## config.mk

```make
export PLATFORM = sky130hd
export DESIGN_NAME = alu_cmd_sequencer_flat
export DESIGN_NICKNAME = d
export VERILOG_FILES = /design/src/rtl/alu_cmd_sequencer_if.sv /design/src/rtl/alu_cmd_sequencer.sv /design/src/flat_wrapper.sv
export SDC_FILE = /design/constraint.sdc
export NUM_CORES = 1
export LEC_CHECK = 0
export BUFFER_PORTS_ARGS = -buffer_cell sky130_fd_sc_hd__buf_2
export CORE_AREA = 2 2 94 118
export DETAILED_ROUTE_END_ITERATION = 6
export DIE_AREA = 0 0 96 120
export PLACE_DENSITY = 0.83
export REMOVE_ABC_BUFFERS = 1
export SETUP_SLACK_MARGIN = 0.4
export SYNTH_ARGS = -nofsm -noshare
export SYNTH_HDL_FRONTEND = slang
export SYNTH_SLANG_ARGS = --single-unit
```

## constraint.sdc

```tcl
create_clock -name clk -period 3.35 [get_ports clk]
set_input_delay 0.67 -clock clk [delete_from_list [all_inputs] [get_ports clk]]
set_output_delay 0.67 -clock clk [all_outputs]
set_load 0.005 [all_outputs]
```

## src/rtl/alu_cmd_sequencer_if.sv

```systemverilog
// alu_cmd_sequencer_if: command, ALU-drive and result signals of the ALU
// command sequencer. The master view belongs to the sequencer. The slave
// view belongs to whatever sits on the other side: the command producer,
// the ALU and the result consumer.
interface alu_cmd_sequencer_if;
  logic       cmd_valid;
  logic       cmd_ready;
  logic [6:0] cmd_op;
  logic [7:0] cmd_a;
  logic [7:0] cmd_b;
  logic       alu_on;
  logic [2:0] alu_in_sel;
  logic [7:0] alu_num1;
  logic [7:0] alu_num2;
  logic [6:0] alu_out_sel;
  logic [7:0] alu_out;
  logic       res_valid;
  logic       res_ready;
  logic [7:0] res_data;
  logic [6:0] res_op;
  logic       err;

  modport master (
    input  cmd_valid, cmd_op, cmd_a, cmd_b, alu_out, res_ready,
    output cmd_ready, alu_on, alu_in_sel, alu_num1, alu_num2, alu_out_sel,
           res_valid, res_data, res_op, err
  );

  modport slave (
    output cmd_valid, cmd_op, cmd_a, cmd_b, alu_out, res_ready,
    input  cmd_ready, alu_on, alu_in_sel, alu_num1, alu_num2, alu_out_sel,
           res_valid, res_data, res_op, err
  );
endinterface

```

## src/rtl/alu_cmd_sequencer.sv

```systemverilog
// alu_cmd_sequencer: buffers {op, a, b} commands in a small FIFO and plays
// them into the 8-bit ALU one at a time. Each command is loaded for a single
// cycle, the fixed ALU latency is waited out, and the captured result is held
// on a valid/ready port until it is taken. Illegal (non-one-hot) ops are
// dropped and raise a sticky error flag.
module alu_cmd_sequencer #(
  parameter int DEPTH   = 4,
  parameter int ALU_LAT = 2
) (
  input logic                 clk,
  input logic                 rst,
  alu_cmd_sequencer_if.master bus
);
  localparam int PTR_W = (DEPTH > 1) ? $clog2(DEPTH) : 1;
  localparam int CNT_W = PTR_W + 1;
  localparam int LAT_W = (ALU_LAT > 1) ? $clog2(ALU_LAT) : 1;
  localparam logic [CNT_W-1:0] FULL_CNT    = CNT_W'(DEPTH);
  localparam logic [LAT_W-1:0] LAT_INIT    = LAT_W'(ALU_LAT - 1);
  localparam logic [2:0]       SEL_RESET   = 3'b001;
  localparam logic [2:0]       SEL_LOAD    = 3'b010;
  localparam logic [2:0]       SEL_PERSIST = 3'b100;

  typedef enum logic [1:0] {IDLE, ISSUE, WAIT, HOLD} state_t;

  logic [22:0]      fifo_mem [DEPTH];
  logic [PTR_W-1:0] wr_ptr_q, wr_ptr_d;
  logic [PTR_W-1:0] rd_ptr_q, rd_ptr_d;
  logic [CNT_W-1:0] count_q, count_d;
  state_t           state_q, state_d;
  logic [LAT_W-1:0] lat_q, lat_d;
  logic [6:0]       op_q, op_d;
  logic [7:0]       a_q, a_d;
  logic [7:0]       b_q, b_d;
  logic [2:0]       in_sel_q, in_sel_d;
  logic             on_q, on_d;
  logic [7:0]       res_data_q, res_data_d;
  logic [6:0]       res_op_q, res_op_d;
  logic             err_q, err_d;
  logic             push, pop;
  logic [6:0]       head_op;
  logic [7:0]       head_a, head_b;
  logic             head_legal;

  assign bus.cmd_ready   = (count_q != FULL_CNT);
  assign bus.alu_on      = on_q;
  assign bus.alu_in_sel  = in_sel_q;
  assign bus.alu_num1    = a_q;
  assign bus.alu_num2    = b_q;
  assign bus.alu_out_sel = op_q;
  assign bus.res_valid   = (state_q == HOLD);
  assign bus.res_data    = res_data_q;
  assign bus.res_op      = res_op_q;
  assign bus.err         = err_q;

  // FIFO bookkeeping: pushes gated by cmd_ready, pops only by an idle FSM
  always_comb begin
    push       = bus.cmd_valid && bus.cmd_ready;
    pop        = (state_q == IDLE) && (count_q != '0);
    {head_op, head_a, head_b} = fifo_mem[rd_ptr_q];
    head_legal = (head_op != '0) && ((head_op & (head_op - 7'd1)) == '0);
    wr_ptr_d   = push ? wr_ptr_q + PTR_W'(1) : wr_ptr_q;
    rd_ptr_d   = pop  ? rd_ptr_q + PTR_W'(1) : rd_ptr_q;
    count_d    = count_q + CNT_W'(push) - CNT_W'(pop);
  end

  // Command FSM: pop/validate, one load cycle, latency wait, result hold
  always_comb begin
    state_d    = state_q;
    lat_d      = lat_q;
    op_d       = op_q;
    a_d        = a_q;
    b_d        = b_q;
    res_data_d = res_data_q;
    res_op_d   = res_op_q;
    err_d      = err_q;
    on_d       = 1'b1;
    case (state_q)
      IDLE: begin
        if (pop) begin
          if (head_legal) begin
            op_d    = head_op;
            a_d     = head_a;
            b_d     = head_b;
            state_d = ISSUE;
          end else begin
            err_d = 1'b1;
          end
        end
      end
      ISSUE: begin
        lat_d   = LAT_INIT;
        state_d = WAIT;
      end
      WAIT: begin
        if (lat_q == '0) begin
          res_data_d = bus.alu_out;
          res_op_d   = op_q;
          state_d    = HOLD;
        end else begin
          lat_d = lat_q - LAT_W'(1);
        end
      end
      HOLD: begin
        if (bus.res_ready) begin
          state_d = IDLE;
        end
      end
      default: state_d = IDLE;
    endcase
    in_sel_d = (state_d == ISSUE) ? SEL_LOAD : SEL_PERSIST;
  end

  // State and output registers, all cleared asynchronously by rst
  always_ff @(posedge clk or posedge rst) begin
    if (rst) begin
      wr_ptr_q   <= '0;
      rd_ptr_q   <= '0;
      count_q    <= '0;
      state_q    <= IDLE;
      lat_q      <= '0;
      op_q       <= '0;
      a_q        <= '0;
      b_q        <= '0;
      in_sel_q   <= SEL_RESET;
      on_q       <= 1'b0;
      res_data_q <= '0;
      res_op_q   <= '0;
      err_q      <= 1'b0;
    end else begin
      wr_ptr_q   <= wr_ptr_d;
      rd_ptr_q   <= rd_ptr_d;
      count_q    <= count_d;
      state_q    <= state_d;
      lat_q      <= lat_d;
      op_q       <= op_d;
      a_q        <= a_d;
      b_q        <= b_d;
      in_sel_q   <= in_sel_d;
      on_q       <= on_d;
      res_data_q <= res_data_d;
      res_op_q   <= res_op_d;
      err_q      <= err_d;
    end
  end

  // FIFO storage; contents need no reset since the pointers define validity
  always_ff @(posedge clk) begin
    if (push) begin
      fifo_mem[wr_ptr_q] <= {bus.cmd_op, bus.cmd_a, bus.cmd_b};
    end
  end
endmodule

```

## src/flat_wrapper.sv

```systemverilog
// flat-port wrapper written by rule: the top's interface ports become plain ports
module alu_cmd_sequencer_flat 
#(
  parameter int DEPTH   = 4,
  parameter int ALU_LAT = 2
)
  (clk, rst, bus_cmd_valid, bus_cmd_op, bus_cmd_a, bus_cmd_b, bus_alu_out, bus_res_ready, bus_cmd_ready, bus_alu_on, bus_alu_in_sel, bus_alu_num1, bus_alu_num2, bus_alu_out_sel, bus_res_valid, bus_res_data, bus_res_op, bus_err);
  alu_cmd_sequencer_if bus_i ();
  input logic clk;
  input logic rst;
  input wire logic [$bits(bus_i.cmd_valid)-1:0] bus_cmd_valid;
  input wire logic [$bits(bus_i.cmd_op)-1:0] bus_cmd_op;
  input wire logic [$bits(bus_i.cmd_a)-1:0] bus_cmd_a;
  input wire logic [$bits(bus_i.cmd_b)-1:0] bus_cmd_b;
  input wire logic [$bits(bus_i.alu_out)-1:0] bus_alu_out;
  input wire logic [$bits(bus_i.res_ready)-1:0] bus_res_ready;
  output wire logic [$bits(bus_i.cmd_ready)-1:0] bus_cmd_ready;
  output wire logic [$bits(bus_i.alu_on)-1:0] bus_alu_on;
  output wire logic [$bits(bus_i.alu_in_sel)-1:0] bus_alu_in_sel;
  output wire logic [$bits(bus_i.alu_num1)-1:0] bus_alu_num1;
  output wire logic [$bits(bus_i.alu_num2)-1:0] bus_alu_num2;
  output wire logic [$bits(bus_i.alu_out_sel)-1:0] bus_alu_out_sel;
  output wire logic [$bits(bus_i.res_valid)-1:0] bus_res_valid;
  output wire logic [$bits(bus_i.res_data)-1:0] bus_res_data;
  output wire logic [$bits(bus_i.res_op)-1:0] bus_res_op;
  output wire logic [$bits(bus_i.err)-1:0] bus_err;
  assign bus_i.cmd_valid = bus_cmd_valid;
  assign bus_i.cmd_op = bus_cmd_op;
  assign bus_i.cmd_a = bus_cmd_a;
  assign bus_i.cmd_b = bus_cmd_b;
  assign bus_i.alu_out = bus_alu_out;
  assign bus_i.res_ready = bus_res_ready;
  assign bus_cmd_ready = bus_i.cmd_ready;
  assign bus_alu_on = bus_i.alu_on;
  assign bus_alu_in_sel = bus_i.alu_in_sel;
  assign bus_alu_num1 = bus_i.alu_num1;
  assign bus_alu_num2 = bus_i.alu_num2;
  assign bus_alu_out_sel = bus_i.alu_out_sel;
  assign bus_res_valid = bus_i.res_valid;
  assign bus_res_data = bus_i.res_data;
  assign bus_res_op = bus_i.res_op;
  assign bus_err = bus_i.err;
  alu_cmd_sequencer #(.DEPTH(DEPTH), .ALU_LAT(ALU_LAT)) u_core (.clk(clk), .rst(rst), .bus(bus_i));
endmodule
```

* Word-level counts from Yosys, hierarchy flattened
Memory sizes are Yosys's and may differ from the RTL's. Index checks and enable logic that the tools add are counted.
Storage, ports and cells: flip-flop bits (word level) 53, memory bits (writable) 92, bits of input ports 35, output and inout bits 45, word-level logic and storage cells 49, memories kept 1
Operators by class: $add $sub $neg 6, equality and inequality tests 5, mux-type cells 10, bitwise gates (word level) 3, reductions and logical operators 11
Memories:
- u_core.fifo_mem | depth 4, width 23, rd ports 1, clocked after Yosys merged registers in 0, wr ports 1, line alu_cmd_sequencer.sv:25 | logic [22:0] fifo_mem [DEPTH];
Operators by type and width (count):
- $mux W2 | 4
- $pmux W2 S4 | 1
- $and A7 B7 Y7 | 1
- $logic_not A7 Y1 | 1
- $reduce_bool A7 Y1 | 1
- $sub A7 B1 Y7 const B | 1
- $reduce_and A3 Y1 | 2
- $add A2 B1 Y2 const B | 2
- $eq A2 B1 Y1 const B | 2
- $eq A2 B2 Y1 const B | 2
- $add A3 B1 Y3 | 1
- $logic_and A1 B1 Y1 | 3
- $mux W1 | 3
- $mux W3 | 1
- $ne A3 B3 Y1 const B | 1
- $reduce_bool A3 Y1 | 1
- $sub A3 B1 Y3 | 1
- $logic_not A2 Y1 | 1
- $not A1 Y1 | 2
- $pmux W1 S2 | 1
- $reduce_and A2 Y1 | 1
- $reduce_bool A2 Y1 | 1
- $sub A1 B1 Y1 const B | 1

* Depth between registers and ports, before layout
An unclocked memory read counts as a cell.
word-level depth 10, mapped depth 11

* Worst setup path before layout
Ideal clock, no wire load.
path type register -> register, start register u_core.rd_ptr_q[0], end register u_core.a_q[0], in the netlist u_core.bus.alu_num1[0], library setup time 0.125 ns, data arrival time 2.500 ns, required time 3.225 ns, slack 0.725 ns, stages on the path, launching flop included 9, period minus slack after synthesis 2.625 ns, cells stage by stage dfrtp_1 buf_6 buf_4 mux4_2 and2_1 nor3b_2 a211oi_2 buf_6 mux2_4
Between the ends: word-level cells in the longest chain between the ends 6, elaborated cells between the ends (all ways) 7, those cells by class add/sub: 1; bitwise: 1; reduce/logical: 4; memory: 1
RTL lines:
- start: declaration | line alu_cmd_sequencer.sv:27 | logic [PTR_W-1:0] rd_ptr_q, rd_ptr_d;
- start signal: assignment | line alu_cmd_sequencer.sv:131 | rd_ptr_q <= rd_ptr_d;
- $mem_v2 Z4 W23 *
- $sub A7 B1 Y7 | line alu_cmd_sequencer.sv:60 | head_legal = (head_op != '0) && ((head_op & (head_op - 7'd1)) == '0);
- $and A7 B7 Y7 | line alu_cmd_sequencer.sv:60
- $logic_not A7 Y1 | line alu_cmd_sequencer.sv:60
- $logic_and A1 B1 Y1 | line alu_cmd_sequencer.sv:60
- $reduce_and A3 Y1 (no source line)
- end signal: assignment | line alu_cmd_sequencer.sv:122 | a_q <= '0;
- end signal: assignment | line alu_cmd_sequencer.sv:136 | a_q <= a_d;
- end: declaration | line alu_cmd_sequencer.sv:32 | logic [7:0] a_q, a_d;
Mark *: on every way between the ends. The rest lies on a longest branch, timed or not. A chain may end at the register's enable or synchronous reset.

* Worst setup path in the final report
start register u_core.rd_ptr_q[0], end register u_core.in_sel_q[2], in the netlist u_core.bus.alu_in_sel[2]
Between the ends: word-level cells in the longest chain between the ends 10, elaborated cells between the ends (all ways) 11, those cells by class add/sub: 1; eq/ne: 1; mux: 4; bitwise: 1; reduce/logical: 3; memory: 1
RTL lines:
- $mem_v2 Z4 W23 *
- $sub A7 B1 Y7 | line alu_cmd_sequencer.sv:60
- $and A7 B7 Y7 | line alu_cmd_sequencer.sv:60
- $logic_not A7 Y1 | line alu_cmd_sequencer.sv:60
- $logic_and A1 B1 Y1 * | line alu_cmd_sequencer.sv:60
- $mux W2 * | line alu_cmd_sequencer.sv:80 | if (head_legal) begin
- $mux W2 * | line alu_cmd_sequencer.sv:79 | if (pop) begin
- $pmux W2 S4 * | line alu_cmd_sequencer.sv:77 | case (state_q)
- $eq A2 B1 Y1 * | line alu_cmd_sequencer.sv:110 | in_sel_d = (state_d == ISSUE) ? SEL_LOAD : SEL_PERSIST;
- $mux W3 * | line alu_cmd_sequencer.sv:110
- via u_core.in_sel_d[2] | line alu_cmd_sequencer.sv:34 | logic [2:0] in_sel_q, in_sel_d;
- end signal: assignment | line alu_cmd_sequencer.sv:138 | in_sel_q <= in_sel_d;
- end: declaration | line alu_cmd_sequencer.sv:34
The timed path passes the listed nets; every way through them passes the cells marked *.

==> results.ini <==
[hold_path]
hold_path.class = primary input to async pin

[sta]
fmax_mhz = 357
hold_viol_final = 0
period_share_pct = 83.6
setup_viol = 0
slew_viol_final = 0
rsz0062_at_grt = false
slew_headroom_pct = 63.9
whs_ps = 299
finalCriticalPeriod_ps = 2800
worst_slew_pin_slew_ps = 541
clock_skew_ps = 9.33

[synthesis]
yosysWarnings = 0
yosysMostFrequentCell = edfxtp_1
ys_seq_area_share_pct = 70.3
synth_area_leaders = edfxtp_1 48%, dfrtp_1 22%, mux4_2 8.9%
synthCells = 310
ys_async_sr_fraction_pct = 36.6
synth_top_area_share_pct = 47.5
syn_avg_cell_area_um2 = 18.8
ys_ff_latch = 145
synth-edff-count = 92
yosys_most_used_dff = edfxtp_1
yosys.area.top_type = edfxtp_1
yosysUniqueCellTypes = 49
synth_area_um2 = 5820
synth_commonest_cells = 92 x edfxtp_1, 52 x dfrtp_1, 23 x mux4_2

[pwr]
leakage_nw = 2.86
power.total_mw = 6.54
power_density_nw_per_um2 = 933
ir_drop_uv = 552

[job]
maxCapViolCount = 0

[placed_design]
dpl_cell_area_um2 = 6450
dp_hpwl_mm = 6.53
globalplace.congestion = 0.728
io_buffers = 79

[setup_path]
cp_slowest_cell = or4_4
cp_data_required_time_ps = 3640
critPathMaxStageDelay_ps = 630
cp.arrival_ps = 3090
crit_family = compound AO/OA/AOI/OAI gates
worstSetupPathType = flop to flop
critPathMaxFanout = 13
setup.worst_path.start_class = flop
crit_path_cell_trace = mux4_2 -> or4_4 -> a211oi_2 -> a211oi_4 -> buf_4 -> a311o_1
path_buf_inv = 1
end_kind = flop

[detailed_routing]
routed_wirelength_mm = 10.1
dr.pass1.iters = 4
avgRoutedWirePerCell_um = 18.1
vias = 3045
antenna_left = 0
drcViolationCount = 0
avgViaCountPerCell = 5.44
drtIter0Drc = 149

[layout]
num_antenna_cells = 0
final_nets = 462
final_area_um2 = 7010
syn_to_final_growth_pct = 20.5
drive_above_1_share_pct = 45.8

[die]
dieArea_um2 = 11500
io_pins = 80
die_x_um = 96
initial_utilization_pct = 55.6
rows = 42
core_area_um2 = 10500
die_h_um = 120

[grt]
grtUsageTotal_pct = 19.3
grt.overflow.total = 0
grt_max_degree = 26
grt_pass1_wl_mm = 16.1
antenna_found_initial = 0
grt_pass1_vias = 3180

[cts]
h-tree-depth = 4
clkLatencyLatePin_ps = 410
cts_buffers = 17
clockRootBuffer = clkbuf_16
cts_buffer_depth = 2
cts_hold_buf = 0
clkSinkCount = 145
clk_pin_slew_worst_paths_ps = 60
cts_tree = yes

[status]
outcome = finished, final reports clean

==> sequential cells by signal, indices dropped and copies added, names as in the netlist <==
name                    count
u_core.bus.alu_out_sel      7
u_core.state_q              2
u_core.count_q              3
u_core.rd_ptr_q             2
u_core.bus.alu_num1         8
u_core.lat_q                1
u_core.fifo_mem            92
u_core.bus.alu_on           1
u_core.wr_ptr_q             2
u_core.bus.res_op           7
u_core.bus.alu_num2         8
u_core.bus.res_data         8
u_core.bus.alu_in_sel       3
u_core.bus.err              1
==> layout by cell type (no fill, tap or decap), types with 3 or more instances in the layout <==
master,n
and3_1,4
nand2_1,5
nor2_1,10
clkbuf_16,17
xnor2_1,7
dfrtp_1,51
buf_4,20
edfxtp_1,92
or2_2,3
nand2b_1,3
mux2_2,20
ha_1,11
buf_2,79
mux2_4,15
o21ai_0,3
mux4_2,23
a21oi_1,4
clkinvlp_4,6
inv_1,9
==> logic make-up after synthesis <==
group,count (synthesis),share of synthesized area (%)
flip-flops,145,70.3
AO/OA/AOI/OAI,25,3.40
adder cells (fa/ha/maj),13,2.88
AND/OR/NAND/NOR,34,3.08
buffers and inverters,23,2.00
other,2,0.129
multiplexers,59,16.8
XOR/XNOR,9,1.36
==> cell type report <==
class / count / area [um2]
Tap cell: 132 / 165
Timing Repair Buffer: 99 / 546
Clock inverter: 13 / 114
Fill cell: 712 / 3450
Inverter: 10 / 37.5
Multi-Input combinational cell: 142 / 1620
Sequential cell: 145 / 4090
Clock buffer: 19 / 433
==> per-layer routing <==
| layer | routed length [um] | vias to the layer above | share of wire [%] | track usage, % |
|---|---|---|---|---|
| met5 | 0 | - | 0 | 0 |
| met4 | 255 | 0 | 2.5 | 9.46 |
| met3 | 575 | 23 | 5.7 | 5.78 |
| met2 | 5210 | 115 | 51 | 31.0 |
| met1 | 4090 | 1504 | 40 | 23.5 |
| li1 | - | 1403 | - | - |
==> worst register-to-register path: stages, from the launching register on <==
cell and delay [ps]:
dfrtp_2 490, mux4_2 620, or4_4 630, a211oi_2 260, a211oi_4 100, buf_4 230, a311o_1 340
==> report_power, final <==
group	switching [mW]	internal, mW	leakage, nW
Sequential	0.257	2.44	1.50
Clock	0.698	1.02	0.247
Combinational	1.01	1.11	1.12
Total	1.97	4.57	2.86
==> worst paths after layout <==
path	startpoint	end	slack, ps	cells after the start
setup / recovery	u_core.rd_ptr_q[0]	u_core.bus.alu_in_sel[2]	550	6
hold / removal	rst	u_core.bus.res_data[7]	300	2
min in group clk	bus_cmd_a[7]	u_core.fifo_mem[3][15]	460	1
max in group asynchronous	rst	u_core.wr_ptr_q[1]	2370	3
setup reg to reg	u_core.rd_ptr_q[0]	u_core.bus.alu_in_sel[2]	550	6
hold reg to reg	u_core.bus.err	u_core.bus.err	490	1
==> repair_timing <==
action	4_1_cts	5_1_grt
setup buffers	1	0
pin swaps	1	0
resized for setup	0	1
endpoints found under the setup margin	12	19
==> per-stage QoR <==
stage	std cells	util, %	setup slack, ps	TNS [ps]
2_1_floorplan	297	-	-734	-16140
6_report	560	67.0	548	0
5_1_grt	560	67.0	429	0
3_5_place_dp	527	61.7	175	0
4_1_cts	560	67.0	426	0
3_3_place_gp	527	61.7	269	0
No activity file was read; power rests on OpenSTA's default activity.
